===== config.mk =====
export PLATFORM = sky130hd
export DESIGN_NAME = sirv_pipebuf
export DESIGN_NICKNAME = d
export VERILOG_FILES = /design/src/rtl/sirv_pkg.sv /design/src/rtl/sirv_gnrl_dffs.sv /design/src/rtl/sirv_pipebuf_mem.sv /design/src/rtl/sirv_pipebuf.sv
export SDC_FILE = /design/constraint.sdc
export NUM_CORES = 1
export LEC_CHECK = 0
export ABC_AREA = 0
export BUFFER_PORTS_ARGS = -buffer_cell sky130_fd_sc_hd__buf_2
export CAP_MARGIN = 20
export CORE_ASPECT_RATIO = 1.25
export CORE_MARGIN = 4
export CORE_UTILIZATION = 60
export DETAILED_ROUTE_END_ITERATION = 12
export PLACE_DENSITY = 0.8
export SLEW_MARGIN = 20
export SYNTH_ARGS = -nofsm -noshare
export SYNTH_HDL_FRONTEND = slang
export SYNTH_SLANG_ARGS = --single-unit

===== constraint.sdc =====
create_clock -name clk -period 6.61 [get_ports clk]
set_clock_uncertainty 0.2 [all_clocks]
set_input_delay 1.322 -clock clk [delete_from_list [all_inputs] [get_ports clk]]
set_output_delay 1.322 -clock clk [all_outputs]
set_load 0.05 [all_outputs]

===== src/rtl/sirv_pkg.sv =====
// Shared helpers for the sirv buffer family: count/pointer widths and
// the wrap-around pointer increment used for non-power-of-two depths.
package sirv_pkg;

  function automatic int cnt_width(input int dp);
    return $clog2(dp + 1);
  endfunction

  function automatic int ptr_width(input int dp);
    return (dp > 1) ? $clog2(dp) : 1;
  endfunction

  function automatic int wrap_inc(input int p, input int dp);
    return (p >= dp - 1) ? 0 : p + 1;
  endfunction

endpackage


===== src/rtl/sirv_gnrl_dffs.sv =====
// Generic flop wrappers, active-high asynchronous reset to zero.
module gnrl_dfflr #(
  parameter int DW = 1
) (
  input  logic          clk,
  input  logic          rst,
  input  logic          lden_i,
  input  logic [DW-1:0] d_i,
  output logic [DW-1:0] q_o
);
  always_ff @(posedge clk or posedge rst) begin
    if (rst)         q_o <= '0;
    else if (lden_i) q_o <= d_i;
  end
endmodule

module gnrl_dffr #(
  parameter int DW = 1
) (
  input  logic          clk,
  input  logic          rst,
  input  logic [DW-1:0] d_i,
  output logic [DW-1:0] q_o
);
  always_ff @(posedge clk or posedge rst) begin
    if (rst) q_o <= '0;
    else     q_o <= d_i;
  end
endmodule


===== src/rtl/sirv_pipebuf_mem.sv =====
// DP x (DW+1) register array: one write port, one combinational read port.
module sirv_pipebuf_mem
  import sirv_pkg::*;
#(
  parameter int DP = 4,
  parameter int DW = 32,
  parameter int PW = ptr_width(DP)
) (
  input  logic          clk,
  input  logic          rst,
  input  logic          we_i,
  input  logic [PW-1:0] waddr_i,
  input  logic [DW:0]   wdata_i,
  input  logic [PW-1:0] raddr_i,
  output logic [DW:0]   rdata_o
);
  logic [DP-1:0][DW:0] ent_q;

  for (genvar gi = 0; gi < DP; gi++) begin : g_ent
    gnrl_dfflr #(.DW(DW + 1)) u_ent (
      .clk    (clk),
      .rst    (rst),
      .lden_i (we_i && (waddr_i == PW'(gi))),
      .d_i    (wdata_i),
      .q_o    (ent_q[gi])
    );
  end

  // Explicit mux keeps out-of-range addresses (non-power-of-two DP) benign.
  always_comb begin
    rdata_o = '0;
    for (int i = 0; i < DP; i++)
      if (raddr_i == PW'(i)) rdata_o = ent_q[i];
  end
endmodule


===== src/rtl/sirv_pipebuf.sv =====
// Fully registered egress FIFO: o_vld/o_dat/o_cancel and i_rdy all come
// from flops, so neither the forward nor the ready path is combinational.
module sirv_pipebuf
  import sirv_pkg::*;
#(
  parameter int DP = 4,
  parameter int DW = 32,
  parameter int CW = cnt_width(DP)
) (
  input  logic          clk,
  input  logic          rst,
  input  logic          i_vld,
  output logic          i_rdy,
  input  logic [DW-1:0] i_dat,
  input  logic          i_cancel,
  output logic          o_vld,
  input  logic          o_rdy,
  output logic [DW-1:0] o_dat,
  output logic          o_cancel,
  input  logic          flush,
  output logic [CW-1:0] fifo_cnt,
  output logic          fifo_half_full
);
  localparam int PW = ptr_width(DP);

  logic [CW-1:0] cnt_q, cnt_d;
  logic [PW-1:0] wptr_q, wptr_d, rptr_q, rptr_d, rptr_adv;
  logic          full_q, full_d, vld_q, vld_d;
  logic [DW:0]   head_q, head_d, mem_rdata;
  logic          wr, rd, head_ld, head_byp;

  assign wr = i_vld & ~full_q;
  assign rd = vld_q & o_rdy;

  assign rptr_adv = rd ? PW'(wrap_inc(int'(rptr_q), DP)) : rptr_q;

  always_comb begin
    cnt_d = cnt_q;
    case ({wr, rd})
      2'b10:   cnt_d = cnt_q + CW'(1);
      2'b01:   cnt_d = cnt_q - CW'(1);
      default: cnt_d = cnt_q;
    endcase
    wptr_d = wr ? PW'(wrap_inc(int'(wptr_q), DP)) : wptr_q;
    rptr_d = rptr_adv;
    if (flush) begin
      cnt_d  = '0;
      wptr_d = '0;
      rptr_d = '0;
    end
  end

  assign full_d = (cnt_d == CW'(DP));
  assign vld_d  = (cnt_d != '0);

  // The incoming word becomes head directly when nothing else would remain
  // in the array after this cycle's read (empty, or count 1 with a read).
  assign head_byp = wr && ((cnt_q == '0) || (rd && (cnt_q == CW'(1))));
  assign head_ld  = flush | rd | head_byp;

  always_comb begin
    head_d = mem_rdata;
    if (head_byp) head_d = {i_cancel, i_dat};
    if (flush)    head_d = '0;
  end

  sirv_pipebuf_mem #(.DP(DP), .DW(DW), .PW(PW)) u_mem (
    .clk     (clk),
    .rst     (rst),
    .we_i    (wr & ~flush),
    .waddr_i (wptr_q),
    .wdata_i ({i_cancel, i_dat}),
    .raddr_i (rptr_adv),
    .rdata_o (mem_rdata)
  );

  gnrl_dffr #(.DW(CW)) u_cnt (
    .clk(clk), .rst(rst), .d_i(cnt_d), .q_o(cnt_q)
  );
  gnrl_dffr #(.DW(PW)) u_wptr (
    .clk(clk), .rst(rst), .d_i(wptr_d), .q_o(wptr_q)
  );
  gnrl_dffr #(.DW(PW)) u_rptr (
    .clk(clk), .rst(rst), .d_i(rptr_d), .q_o(rptr_q)
  );
  gnrl_dffr #(.DW(1)) u_full (
    .clk(clk), .rst(rst), .d_i(full_d), .q_o(full_q)
  );
  gnrl_dffr #(.DW(1)) u_vld (
    .clk(clk), .rst(rst), .d_i(vld_d), .q_o(vld_q)
  );
  gnrl_dfflr #(.DW(DW + 1)) u_head (
    .clk(clk), .rst(rst), .lden_i(head_ld), .d_i(head_d), .q_o(head_q)
  );

  assign i_rdy          = ~full_q;
  assign o_vld          = vld_q;
  assign o_dat          = head_q[DW-1:0];
  assign o_cancel       = head_q[DW];
  assign fifo_cnt       = cnt_q;
  assign fifo_half_full = (int'(cnt_q) >= DP / 2);
endmodule

### Word level (Yosys, flattened, before mapping)

Cells that the tools add are included.

* register bits after elaboration: 174
* input bits: 38
* output and inout bits: 39
* word-level logic and storage cells: 60

* add/subtract/negate cells: 4
* $lt $le $gt $ge: 3
* equal/unequal tests: 10
* multiplexer cells: 14
* bitwise operators: 7
* reductions and logical operators: 12

Operators by type and width (count)
* 33-bit 2-to-1 mux: 6
* 2-bit 2-to-1 mux: 6
* 2-bit == test, second input constant: 5
* 2-bit by 1-bit == test with 1-bit output, second input constant: 3
* 1-bit logical AND: 6
* 3-bit case mux with 2 select lines: 1
* 2-bit by 1-bit adder with 2-bit output, second input constant: 2
* 2-bit >= comparator, second input constant: 2
* 2-bit logical NOT: 2
* 3-bit by 1-bit adder with 3-bit output, second input constant: 1
* 1-bit AND: 3
* 3-bit by 1-bit == test with 1-bit output, second input constant: 1
* 3-bit == test, second input constant: 1
* 3-bit by 2-bit >= comparator with 1-bit output, second input constant: 1
* 3-bit logical NOT: 1
* 3-bit 2-to-1 mux: 1
* 3-bit nonzero test: 1
* 3-bit by 1-bit subtractor with 3-bit output, second input constant: 1
* 1-bit inverter: 2
* 1-bit OR: 2
* 2-bit nonzero test: 1
* 1-bit logical OR: 1

### Logic depth before layout (Yosys ltp)

Gate-level depths: netlist of run 1.

* depth after elaboration: 10
* mapped depth: 9

### Cells and area by module

Synthesis of run 1 repeated with hierarchy kept, for this count alone.

* cells, all modules: 577
* area, all modules: 8912.3 µm²

Modules (own cells, without submodules)
* gnrl_dfflr: instances 5, cells an instance 71, area each 1385.1 µm²
* sirv_pipebuf_mem: instances 1, cells an instance 45, area each 875.8 µm²
* sirv_pipebuf: instances 1, cells an instance 163, area each 867.1 µm²
* gnrl_dffr at u_rptr ...: instances 2, cells an instance 3, area each 53.8 µm²
* gnrl_dffr at u_cnt: instances 1, cells an instance 4, area each 78.8 µm²
* gnrl_dffr at u_full ...: instances 2, cells an instance 2, area each 28.8 µm²

### Least setup slack after synthesis of run 1

OpenSTA, ideal clock, no wires.

* kind: flip-flop to output port
* start: register u_cnt.q_o[0]
* end: output port fifo_half_full
* arrival: 1610 ps
* data required time: 5088 ps
* slack: 3478 ps
* stages on the path, launching flop included: 4
* cell sequence: dfrtp_1 -> inv_1 -> ha_1 -> or3_1

* cells in the longest elaborated chain, start to end: 1

Ends and longest elaborated chain
* start, declared: line sirv_gnrl_dffs.sv:23 `output logic [DW-1:0] q_o`
* start signal, assigned: line sirv_gnrl_dffs.sv:27 `else q_o <= d_i;`
* 3-bit by 2-bit >= comparator with 1-bit output: line sirv_pipebuf.sv:101 `assign fifo_half_full = (int'(cnt_q) >= DP / 2);`
* end, declared: line sirv_pipebuf.sv:22 `output logic fifo_half_full`

No other way between the ends.

### Worst setup path in the final report of run 1

* start: input port o_rdy
* end: register u_head.q_o[5]

* cells in the longest elaborated chain, start to end: 9
* elaborated cells between the ends (all ways): 17

Ends and longest elaborated chain
* start, declared: line sirv_pipebuf.sv:17 `input logic o_rdy,`
* 1-bit AND (*): line sirv_pipebuf.sv:33 `assign rd = vld_q & o_rdy;`
* 2-bit 2-to-1 mux: line sirv_pipebuf.sv:35 `assign rptr_adv = rd ? PW'(wrap_inc(int'(rptr_q), DP)) : rptr_q;`
* 2-bit logical NOT: line sirv_pipebuf_mem.sv:33 `if (raddr_i == PW'(i)) rdata_o = ent_q[i];`
* 33-bit 2-to-1 mux (4 in a row): line sirv_pipebuf_mem.sv:33
* 33-bit 2-to-1 mux: line sirv_pipebuf.sv:63 `if (head_byp) head_d = {i_cancel, i_dat};`
* 33-bit 2-to-1 mux: line sirv_pipebuf.sv:64 `if (flush) head_d = '0;`
* end signal, assigned: line sirv_gnrl_dffs.sv:13 `else if (lden_i) q_o <= d_i;`
* end, declared: line sirv_gnrl_dffs.sv:9 `output logic [DW-1:0] q_o`

Mark *: on every way between the ends. The rest lies on a longest branch, timed or not.
A chain may end at the register's enable or synchronous reset.

==> results of run 1 <==
==> where the power goes <==
part | total [mW] | leakage [nW] | switching, mW | internal (mW)
logic | 0.889 | 1.59 | 0.496 | 0.393
registers | 1.55 | 2.22 | 0.190 | 1.36
clock network | 0.985 | 0.280 | 0.410 | 0.575
==> layer usage <==
layer / wire (µm) / share of wire, %
met3: 1680 / 7.3
met2: 11900 / 51
met5: 12 / 0.052
met4: 609 / 2.6
met1: 8880 / 39
==> cell type report <==
cell class	instances	area, µm²
clock buffers	22	464
clock inverters	10	113
fillers	1015	4610
inverters	11	51.3
multi-input cells	453	4050
flip-flops and latches	174	4350
well taps	178	223
repair buffers	86	483
==> layout by cell type, fill, tap and decap left out, types with 2 or more instances in the layout <==
cell type,instances
a41oi_2,30
a31o_2,25
clkinv_2,4
clkbuf_1,3
clkinvlp_4,2
or3_1,34
nand3_1,34
mux2_2,133
o21ai_0,34
inv_1,9
a41oi_1,4
buf_4,8
dfrtp_1,174
mux2i_1,2
and2_2,4
o211ai_1,34
clkbuf_8,2
nand2b_1,37
nor2_1,10
bufinv_16,2
a22oi_1,34
clkbuf_16,17
ha_1,12
buf_2,76
a31o_1,8
a21oi_1,2
==> through the flow <==
stage | area, µm² | instances | util (%)
3_3_place_gp | 9120 | 900 | 63.5
4_1_cts | 9690 | 932 | 67.6
2_1_floorplan | 8760 | 702 | -
3_5_place_dp | 9120 | 900 | 63.5
6_report | 9740 | 934 | 67.9
5_1_grt | 9740 | 934 | 67.9
==> worst max path at each step <==
stage	start	slack (ns)	cells past startpoint	to
after floorplan	rst	0.37	1	u_cnt.q_o[0]$_DFF_PP0_
after global placement	o_rdy	2.60	6	u_head.q_o[13]$_DFFE_PP0P_
after detailed placement	o_rdy	2.51	6	u_head.q_o[25]$_DFFE_PP0P_
after CTS	o_rdy	2.93	6	u_head.q_o[27]$_DFFE_PP0P_
after global routing	o_rdy	2.89	7	u_head.q_o[32]$_DFFE_PP0P_
final	o_rdy	3.02	7	u_head.q_o[5]$_DFFE_PP0P_
==> cells by family (layout without fill, tap and decap cells) <==
family          Yosys count  in the layout  synth area share, %
fa+ha+maj                12             12                 1.71
xor+xnor                  1              1                0.100
buf+inv                  75            129                 4.51
simple gates            128            128                 8.61
compound gates          177            177                 18.0
flops                   174            174                 49.7
mux                     135            135                 17.3
==> state kept, by name (all words and copies together) (netlist names) <==
register and cells:
u_wptr.q_o 2, u_rptr.q_o 2, u_head.q_o 33, u_full.q_o 1, u_mem.g_ent.u_ent.q_o 132, u_cnt.q_o 3, u_vld.q_o 1
==> cells in the mapped netlist (2+ instances only) <==
library cell and n:
a22oi_1 34, and2_1 4, clkbuf_1 21, a31o_2 25
dfrtp_1 174, buf_2 25, o211ai_1 34, nand3_1 34
o21ai_0 34, a41oi_2 30, a21oi_1 2, buf_6 4
buf_4 13, mux2_2 133, nand2b_1 37, a41oi_1 4
inv_1 10, mux2i_1 2, a31o_1 8, or3_1 35
ha_1 12, nor2_1 10
==> critical path, cell delays in order <==
cell,delay (ns)
buf_2,0.13
and2_4,0.51
inv_4,0.33
a32oi_2,0.63
buf_4,0.40
nand2b_1,0.19
a41oi_2,0.12
==> flow_metrics.env, run 1 <==
export IMPL_outcome="finished, final reports clean"
export IMPL_cts_tree="yes"
export IMPL_r2r_slack_ns=3.54
export IMPL_routabilityCongestion=0.786
export IMPL_yosys_top_cells_area="dfrtp_1 50%, mux2_2 17%, a41oi_2 5.6%"
export IMPL_clkSinkCount=174
export IMPL_met1_usage_pct=34.7
export IMPL_hold_start="u_mem.g_ent[0].u_ent.q_o[4]$_DFFE_PP0P_"
export IMPL_critPathRequiredTime_ns=6.67
export IMPL_syn2layout_area_growth_pct=11.1
export IMPL_die_w_um=116
export IMPL_cts_hold_fix_buffers=0
export IMPL_hpwl_um=13000
export IMPL_synthFlopType="dfrtp_1"
export IMPL_holdPathEnd="u_mem.g_ent[0].u_ent.q_o[4]$_DFFE_PP0P_"
export IMPL_drtIter0Drc=559
export IMPL_start_kind="primary input"
export IMPL_rsz0062_at_grt="false"
export IMPL_layout_drive_gt1_share_pct=42.3
export IMPL_rows=49
export IMPL_drc=0
export IMPL_post_place_ws_ns=2.51
export IMPL_power_density_nw_per_um2=352
export IMPL_layout_setup_ws_ns=3.02
export IMPL_clk_latency_ns=0.44
export IMPL_dr_pass1_iters=5
export IMPL_grt_pass1_vias=7033
export IMPL_gr_usage_met3_pct=7.16
export IMPL_ios=77
export IMPL_fp_dieH_um=143
export IMPL_setup_tns_ns=0
export IMPL_grt_pass1_wl_um=36500
export IMPL_whs_ns=0.304
export IMPL_yosys_area_top_type_share_pct=49.7
export IMPL_core_area_um2=14300
export IMPL_post_cts_buffers=0
export IMPL_ys_types=39
export IMPL_io_buffers=76
export IMPL_synth_edf_count=0
export IMPL_critical_path_arrival_ns=3.65
export IMPL_synth_ff_latch_count=174
export IMPL_maxCapViolCount=0
export IMPL_synthCells=702
export IMPL_grtUsageTotal_pct=28.5
export IMPL_async_flop_share_pct=100
export IMPL_reg2reg_depth=6
export IMPL_synth_top_area_cell="dfrtp_1"
export IMPL_detail_route_antenna_nets=0
export IMPL_maxSlewViolCount=0
export IMPL_r2r_end="u_head.q_o[5]$_DFFE_PP0P_"
export IMPL_synth_nets=752
export IMPL_busiest_layer="met2"
export IMPL_root_buffer="clkbuf_16"
export IMPL_vias_per_cell=7.02
export IMPL_ys_warn_count=0
export IMPL_netlist_area_um2=8760
export IMPL_cp_max_fo=39
export IMPL_setup_viol=0
export IMPL_fin_crit_sh_pct=54.4
export IMPL_endpoint_kind="flop"
export IMPL_clk_path_buf_depth=2
export IMPL_wire_per_inst_um=24.7
export IMPL_grt_ovfl_total=0
export IMPL_holdPathStages=1
export IMPL_power_mw=3.43
export IMPL_vias=6559
export IMPL_fmax_mhz=278
export IMPL_hold_viol_final=0
export IMPL_hold_path_class="flop to flop"
export IMPL_grt_max_degree=118
export IMPL_n_antenna_cell=0
export IMPL_fin_crit_ns=3.59
export IMPL_clk_pin_slew_ns=0.06
export IMPL_leakage_nw=4.09
export IMPL_synth_area_per_cell_um2=12.5
export IMPL_routed_wl_um=23100
export IMPL_ctsResizeCount=0
export IMPL_design_die_area_um2=16600
export IMPL_htree_levels=4
export IMPL_r2r_start="u_vld.q_o$_DFF_PP0_"
export IMPL_grt_antenna_before_repair=1
export IMPL_slew_headroom_pct=29.0
export IMPL_final_nets=793
export IMPL_synth_yosys_seq_area_share_pct=49.7
export IMPL_path_class="primary input to flop"
export IMPL_cts_made_buffers=17
export IMPL_max_vdd_ir_drop_mv=0.219
export IMPL_tightestPinTransition_ns=1.06
export IMPL_grtUsageMet2_pct=47.6
export IMPL_initial_core_util_pct=61.1
No activity file was read; power rests on OpenSTA's default activity.
==> run 2, diff against run 1 <==
--- a/config.mk
+++ b/config.mk
@@ -5,14 +5,14 @@
 export SDC_FILE = /design/constraint.sdc
 export NUM_CORES = 1
 export LEC_CHECK = 0
-export ABC_AREA = 0
+export ABC_AREA = 1
 export BUFFER_PORTS_ARGS = -buffer_cell sky130_fd_sc_hd__buf_2
 export CAP_MARGIN = 20
 export CORE_ASPECT_RATIO = 1.25
 export CORE_MARGIN = 4
-export CORE_UTILIZATION = 60
+export CORE_UTILIZATION = 54
 export DETAILED_ROUTE_END_ITERATION = 12
-export PLACE_DENSITY = 0.8
+export PLACE_DENSITY = 0.76
 export SLEW_MARGIN = 20
 export SYNTH_ARGS = -nofsm -noshare
 export SYNTH_HDL_FRONTEND = slang
==> constraint.sdc (replaced) <==
create_clock -name clk -period 3.3 [get_ports clk]
set_clock_uncertainty 0.2 [all_clocks]
set_input_delay 0.66 -clock clk [delete_from_list [all_inputs] [get_ports clk]]
set_output_delay 0.66 -clock clk [all_outputs]
set_load 0.05 [all_outputs]
==> run 2 against run 1 <==
Effect of this change: design area decreased by 1.4%; sequential share of layout area increased by 0.62 points; largest power group is now combinational logic; critical endpoint is now u_head.q_o[23]$_DFFE_PP0P_; final cell count increased by 48%.
==> flow_metrics.env, run 2 <==
export IMPL_outcome="finished, final reports clean"
export IMPL_detail_route_antenna_nets=0
export IMPL_cts_hold_fix_buffers=0
export IMPL_rows=51
export IMPL_combPwrFrac_pct=38.1
export IMPL_final_common_cell="nand2_1"
export IMPL_crit_path_end="u_head.q_o[23]$_DFFE_PP0P_"
export IMPL_core_area_um2=15500
export IMPL_synth_top_cells_by_count="358 x nand2_1, 174 x dfrtp_1, 132 x inv_1, 129 x nand3_1, 127 x o21ai_0"
export IMPL_setup_tns_ns=0
export IMPL_wire_per_inst_um=15.0
export IMPL_mostFrequentLayoutCells="354 x nand2_1, 174 x dfrtp_1, 131 x inv_1"
export IMPL_n_antenna_cell=0
export IMPL_critPathRequiredTime_ns=3.48
export IMPL_regMostFlops="u_mem.g_ent.u_ent.q_o"
export IMPL_regArea_um2=4350
export IMPL_critical_path_arrival_ns=2.58
export IMPL_r2r_start="u_rptr.q_o[0]$_DFF_PP0_"
export IMPL_clk_pin_slew_ns=0.07
export IMPL_clkPwrFrac_pct=24.2
export IMPL_die_w_um=120
export IMPL_synth_nets=1161
export IMPL_grt_pass1_wl_um=34800
export IMPL_yosysMostFrequentCell="nand2_1"
export IMPL_max_vdd_ir_drop_mv=0.418
export IMPL_fmax_mhz=415
export IMPL_grt_ovfl_total=0
export IMPL_instances_no_fill=1383
export IMPL_ios=77
export IMPL_yosys_area_top_type_share_pct=51.1
export IMPL_routabilityCongestion=0.837
export IMPL_start_kind="flop"
export IMPL_reg2reg_depth=10
export IMPL_synthCells=1111
export IMPL_largestRegisters="u_mem.g_ent.u_ent.q_o: 132 flops, u_head.q_o: 33 flops, u_cnt.q_o: 3 flops"
export IMPL_setup_viol=0
export IMPL_p_seq_share_pct=37.7
export IMPL_maxSlewViolCount=0
export IMPL_netlist_area_um2=8510
export IMPL_layout_drive_gt1_share_pct=12.6
export IMPL_timing_critical_path_from="u_rptr.q_o[0]$_DFF_PP0_"
export IMPL_fin_crit_sh_pct=73.0
export IMPL_rsz0062_at_grt="false"
export IMPL_leakage_nw=5.21
export IMPL_root_buffer="clkbuf_16"
export IMPL_ys_warn_count=0
export IMPL_post_cts_buffers=0
export IMPL_grt_pass1_vias=6985
export IMPL_tightestPinTransition_ns=0.993
export IMPL_fin_area_um2=9610
export IMPL_cp_max_fo=42
export IMPL_syn2layout_area_growth_pct=12.8
export IMPL_drtIter0Drc=817
export IMPL_synth_yosys_seq_area_share_pct=51.1
export IMPL_vias_per_cell=5.22
export IMPL_multiInputGateArea_um2=3350
export IMPL_async_flop_share_pct=100
export IMPL_largest_reg_flops=132
export IMPL_endpoint_kind="flop"
export IMPL_clk_latency_ns=0.43
export IMPL_grt_max_degree=111
export IMPL_yosys_top_cells_area="dfrtp_1 51%, nand2_1 16%, nand3_1 7.6%"
export IMPL_grtUsageTotal_pct=24.3
export IMPL_hold_viol_final=0
export IMPL_power_density_nw_per_um2=889
export IMPL_cts_made_buffers=17
export IMPL_path_class="flop to flop"
export IMPL_whs_ns=0.0150
export IMPL_cts_tree="yes"
export IMPL_synth_area_per_cell_um2=7.66
export IMPL_io_buffers=76
export IMPL_slew_headroom_pct=33.5
export IMPL_synthFlopType="dfrtp_1"
export IMPL_synth_top_area_cell="dfrtp_1"
export IMPL_grt_antenna_before_repair=0
export IMPL_dr_pass1_iters=6
export IMPL_design_die_area_um2=17900
export IMPL_r2r_slack_ns=0.89
export IMPL_final_nets=1208
export IMPL_dp_cells=1351
export IMPL_swShare_pct=42.4
export IMPL_vias=7215
export IMPL_internal_power_mw=4.92
export IMPL_ys_types=26
export IMPL_ctsResizeCount=0
export IMPL_hpwl_um=12300
export IMPL_routed_wl_um=20700
export IMPL_synth_ff_latch_count=174
export IMPL_p_sw_mw=3.62
export IMPL_clk_path_buf_depth=2
export IMPL_fin_crit_ns=2.41
export IMPL_drc=0
export IMPL_initial_core_util_pct=54.9
export IMPL_clkSinkCount=174
export IMPL_n_fill_cell=1391
export IMPL_maxCapViolCount=0
export IMPL_fp_dieH_um=148
export IMPL_htree_levels=4
export IMPL_synth_edf_count=0
export IMPL_hold_path_class="primary input to asynchronous set/reset pin"
export IMPL_power_mw=8.54
export IMPL_r2r_end="u_head.q_o[23]$_DFFE_PP0P_"
export IMPL_dpl_cell_area_um2=9000
run 2: how the worst min path moves through the flow:
stage                                                  from                                 endpoint  depth (start not counted)
floorplan           u_mem.g_ent[2].u_ent.q_o[1]$_DFFE_PP0P_  u_mem.g_ent[2].u_ent.q_o[1]$_DFFE_PP0P_                          2
detailed placement  u_mem.g_ent[2].u_ent.q_o[2]$_DFFE_PP0P_  u_mem.g_ent[2].u_ent.q_o[2]$_DFFE_PP0P_                          2
finish                                                  rst               u_head.q_o[23]$_DFFE_PP0P_                          2
global placement    u_mem.g_ent[2].u_ent.q_o[1]$_DFFE_PP0P_  u_mem.g_ent[2].u_ent.q_o[1]$_DFFE_PP0P_                          2
global route                                            rst               u_head.q_o[23]$_DFFE_PP0P_                          2
CTS                                                     rst               u_head.q_o[23]$_DFFE_PP0P_                          2
run 2: kinds of logic (layout without fill, tap and decap cells):
family | count (synthesis) | after routing | synth area share, %
simple gates | 573 | 573 | 27.9
buf+inv | 198 | 258 | 9.71
flops | 174 | 174 | 51.1
compound gates | 154 | 154 | 9.45
fa+ha+maj | 12 | 12 | 1.76
run 2: through the flow:
stage / util [%] / worst slack (ns)
floorplan: - / 0.215
global placement: 58.0 / 0.675
detailed placement: 58.0 / 0.595
CTS: 61.9 / 0.875
global route: 61.9 / 0.729
finish: 61.9 / 0.892
run 2: worst max-delay path, cell delays in order, from the launching register on:
cell and delay, ns:
dfrtp_1 0.41, ha_1 0.34, nand3_1 0.10, nand2_2 0.28
buf_4 0.50, nand3_1 0.15, nand2_1 0.11, inv_1 0.05
nand3_1 0.06, nand2_1 0.08, nand2_1 0.06
run 2: power by group through the flow:
stage | Sequential (mW) | Combinational, mW | Clock (mW)
3_3_place_gp | 3.23 | 3.18 | 0
2_1_floorplan | 3.81 | 1.87 | 0
4_1_cts | 3.21 | 3.28 | 2.09
3_5_place_dp | 3.24 | 3.25 | 0
5_1_grt | 3.30 | 3.65 | 2.18
6_report | 3.22 | 3.25 | 2.07
run 2: layout make-up:
cell class                      instances  area share (%)
Clock buffer                           19            4.72
Clock inverter                         13            1.59
Inverter                              134            5.28
Multi-Input combinational cell        739            34.9
Sequential cell                       174            45.3
Tap cell                              212            2.76
Timing Repair Buffer                   92            5.47
run 2: routing by layer:
layer	global-route usage, %	up-vias	part of all wire [%]
met5	0	-	0
met4	7.09	0	1.7
met3	4.15	37	4.1
met2	42.0	184	51
met1	31.7	3436	43
li1	-	3558	-
==> run 3, diff against run 2 <==
==> constraint.sdc (replaced) <==
create_clock -name clk -period 2.2 [get_ports clk]
set_clock_uncertainty 0.2 [all_clocks]
set_input_delay 0.44 -clock clk [delete_from_list [all_inputs] [get_ports clk]]
set_output_delay 0.44 -clock clk [all_outputs]
set_load 0.05 [all_outputs]
==> run 3 against run 2 <==
Effect of this change: critical path depth shrank 5; via count up 0.64%; hold slack better by 0.077 ns; combinational power increased by 58%; final cell count increased by 1.1%; sequential cell count is the same; global-route usage is 0.075 points lower; critical path type is now flop to primary output; critical endpoint is now fifo_half_full; largest cell class unchanged; highest routed layer unchanged.
==> flow_metrics.env, run 3 (same netlist as run 2, synthesis figures left out) <==
export IMPL_root_buffer="clkbuf_16"
export IMPL_vias_per_cell=5.19
export IMPL_grtUsageTotal_pct=24.2
export IMPL_hpwl_um=12600
export IMPL_rows=51
export IMPL_start_kind="flop"
export IMPL_hold_path_class="primary input to flop"
export IMPL_core_area_um2=15500
export IMPL_routed_wl_um=20700
export IMPL_clkSinkCount=174
export IMPL_power_density_nw_per_um2=1320
export IMPL_path_class="flop to primary output"
export IMPL_fmax_mhz=480
export IMPL_initial_core_util_pct=54.9
export IMPL_critical_path_arrival_ns=1.44
export IMPL_maxCapViolCount=0
export IMPL_cts_made_buffers=17
export IMPL_path_delay_family="flip-flops"
export IMPL_grt_antenna_before_repair=0
export IMPL_leakage_nw=5.35
export IMPL_mostFrequentLayoutCells="354 x nand2_1, 174 x dfrtp_1, 130 x inv_1"
export IMPL_dpl_cell_area_um2=9240
export IMPL_busiest_layer="met2"
export IMPL_met1_usage_pct=31.7
export IMPL_fin_util_pct=63.5
export IMPL_rsz0062_at_grt="false"
export IMPL_design_die_area_um2=17900
export IMPL_layout_drive_gt1_share_pct=13.6
export IMPL_crit_path_cell_trace="inv_2 -> ha_1 -> nor2_1 -> nand2_1 -> buf_4"
export IMPL_grt_pass1_wl_um=34500
export IMPL_critPathRequiredTime_ns=1.56
export IMPL_routabilityCongestion=0.828
export IMPL_slowest_delay_ns=0.40
export IMPL_grt_ovfl_total=0
export IMPL_clk_pin_slew_ns=0.06
export IMPL_grt_pass1_vias=6883
export IMPL_largest_reg_flops=132
export IMPL_crit_buf_inv=2
export IMPL_ios=77
export IMPL_fin_crit_ns=2.08
export IMPL_vias=7261
export IMPL_final_common_cell="nand2_1"
export IMPL_grt_max_degree=67
export IMPL_clkPwrFrac_pct=23.3
export IMPL_endpoint_kind="primary output"
export IMPL_n_antenna_cell=0
export IMPL_holdPathStages=2
export IMPL_tightestPinTransition_ns=0.506
export IMPL_setup_viol=0
export IMPL_htree_levels=4
export IMPL_die_w_um=120
export IMPL_gr_usage_met3_pct=4.83
export IMPL_critPathSlowestCell="dfrtp_1"
export IMPL_drc=0
export IMPL_io_buffers=76
export IMPL_detail_route_antenna_nets=0
export IMPL_maxSlewViolCount=0
export IMPL_n_fill_cell=1316
export IMPL_whs_ns=0.0920
export IMPL_outcome="finished, final reports clean"
export IMPL_fin_crit_sh_pct=94.8
export IMPL_p_seq_share_pct=37.3
export IMPL_p_sw_mw=5.36
export IMPL_fp_dieH_um=148
export IMPL_slew_headroom_pct=66.2
export IMPL_internal_power_mw=7.61
export IMPL_regMostFlops="u_mem.g_ent.u_ent.q_o"
export IMPL_cp_max_fo=5
export IMPL_final_nets=1224
export IMPL_combPwrFrac_pct=39.5
export IMPL_reg2reg_depth=10
export IMPL_clk_latency_ns=0.44
export IMPL_largestRegisters="u_mem.g_ent.u_ent.q_o: 132 flops, u_head.q_o: 33 flops, u_cnt.q_o: 3 flops"
export IMPL_path_depth=5
export IMPL_dr_pass1_iters=5
export IMPL_max_vdd_ir_drop_mv=0.802
export IMPL_grtUsageMet2_pct=40.4
export IMPL_swShare_pct=41.3
export IMPL_power_mw=13.0
export IMPL_drtIter0Drc=597
export IMPL_hold_viol_final=0
export IMPL_syn2layout_area_growth_pct=15.6
export IMPL_wire_per_inst_um=14.8
export IMPL_clk_path_buf_depth=2
export IMPL_cts_tree="yes"
export IMPL_fin_area_um2=9840
[run 3: layout make-up]
cell class	instances	area, µm²	area share, %
inverters	134	507	5.15
clock buffers	22	474	4.82
flip-flops and latches	174	4350	44.2
clock inverters	9	106	1.08
repair buffers	108	788	8.01
well taps	212	265	2.69
multi-input cells	739	3350	34.0
[run 3: routing by layer]
layer	up-vias	share of wire (%)
met5	-	0
met1	3429	43
met3	39	5.2
met4	0	2.4
li1	3589	-
met2	204	50
[run 3: through the flow]
step | setup slack (ns) | cells | setup TNS (ns)
after floorplan | -0.665 | 1111 | -116.17
after global placement | 0.164 | 1365 | 0
after detailed placement | 0.146 | 1365 | 0
after CTS | 0.0293 | 1397 | 0
after global routing | 0.0276 | 1398 | 0
final | 0.115 | 1398 | 0
[run 3: what timing repair did]
action                                  4_1_cts  5_1_grt
setup buffers                                 0        1
endpoints found under the setup margin        0        1
endpoints found under the hold margin        10        0
gates resized for setup                       0        3
hold buffers                                  1        0
[run 3: worst paths after layout]
path                                                              start                                        to  slack (ns)
worst max-delay path                             u_cnt.q_o[0]$_DFF_PP0_                            fifo_half_full        0.12
worst min-delay path                                              flush                   u_rptr.q_o[1]$_DFF_PP0_        0.09
worst max register to register                  u_rptr.q_o[0]$_DFF_PP0_                u_head.q_o[22]$_DFFE_PP0P_        0.12
worst min register to register  u_mem.g_ent[2].u_ent.q_o[7]$_DFFE_PP0P_   u_mem.g_ent[2].u_ent.q_o[7]$_DFFE_PP0P_        0.28
max in group asynchronous                                           rst  u_mem.g_ent[2].u_ent.q_o[15]$_DFFE_PP0P_        0.77
min in group asynchronous                                           rst                u_head.q_o[25]$_DFFE_PP0P_        0.38
[run 3: power groups by stage]
stage / Clock [mW] / Combinational [mW] / Sequential (mW)
2_1_floorplan: 0 / 2.80 / 5.72
3_3_place_gp: 0 / 5.01 / 4.84
3_5_place_dp: 0 / 5.11 / 4.86
4_1_cts: 3.05 / 5.14 / 4.82
5_1_grt: 3.20 / 5.71 / 4.95
6_report: 3.02 / 5.12 / 4.83
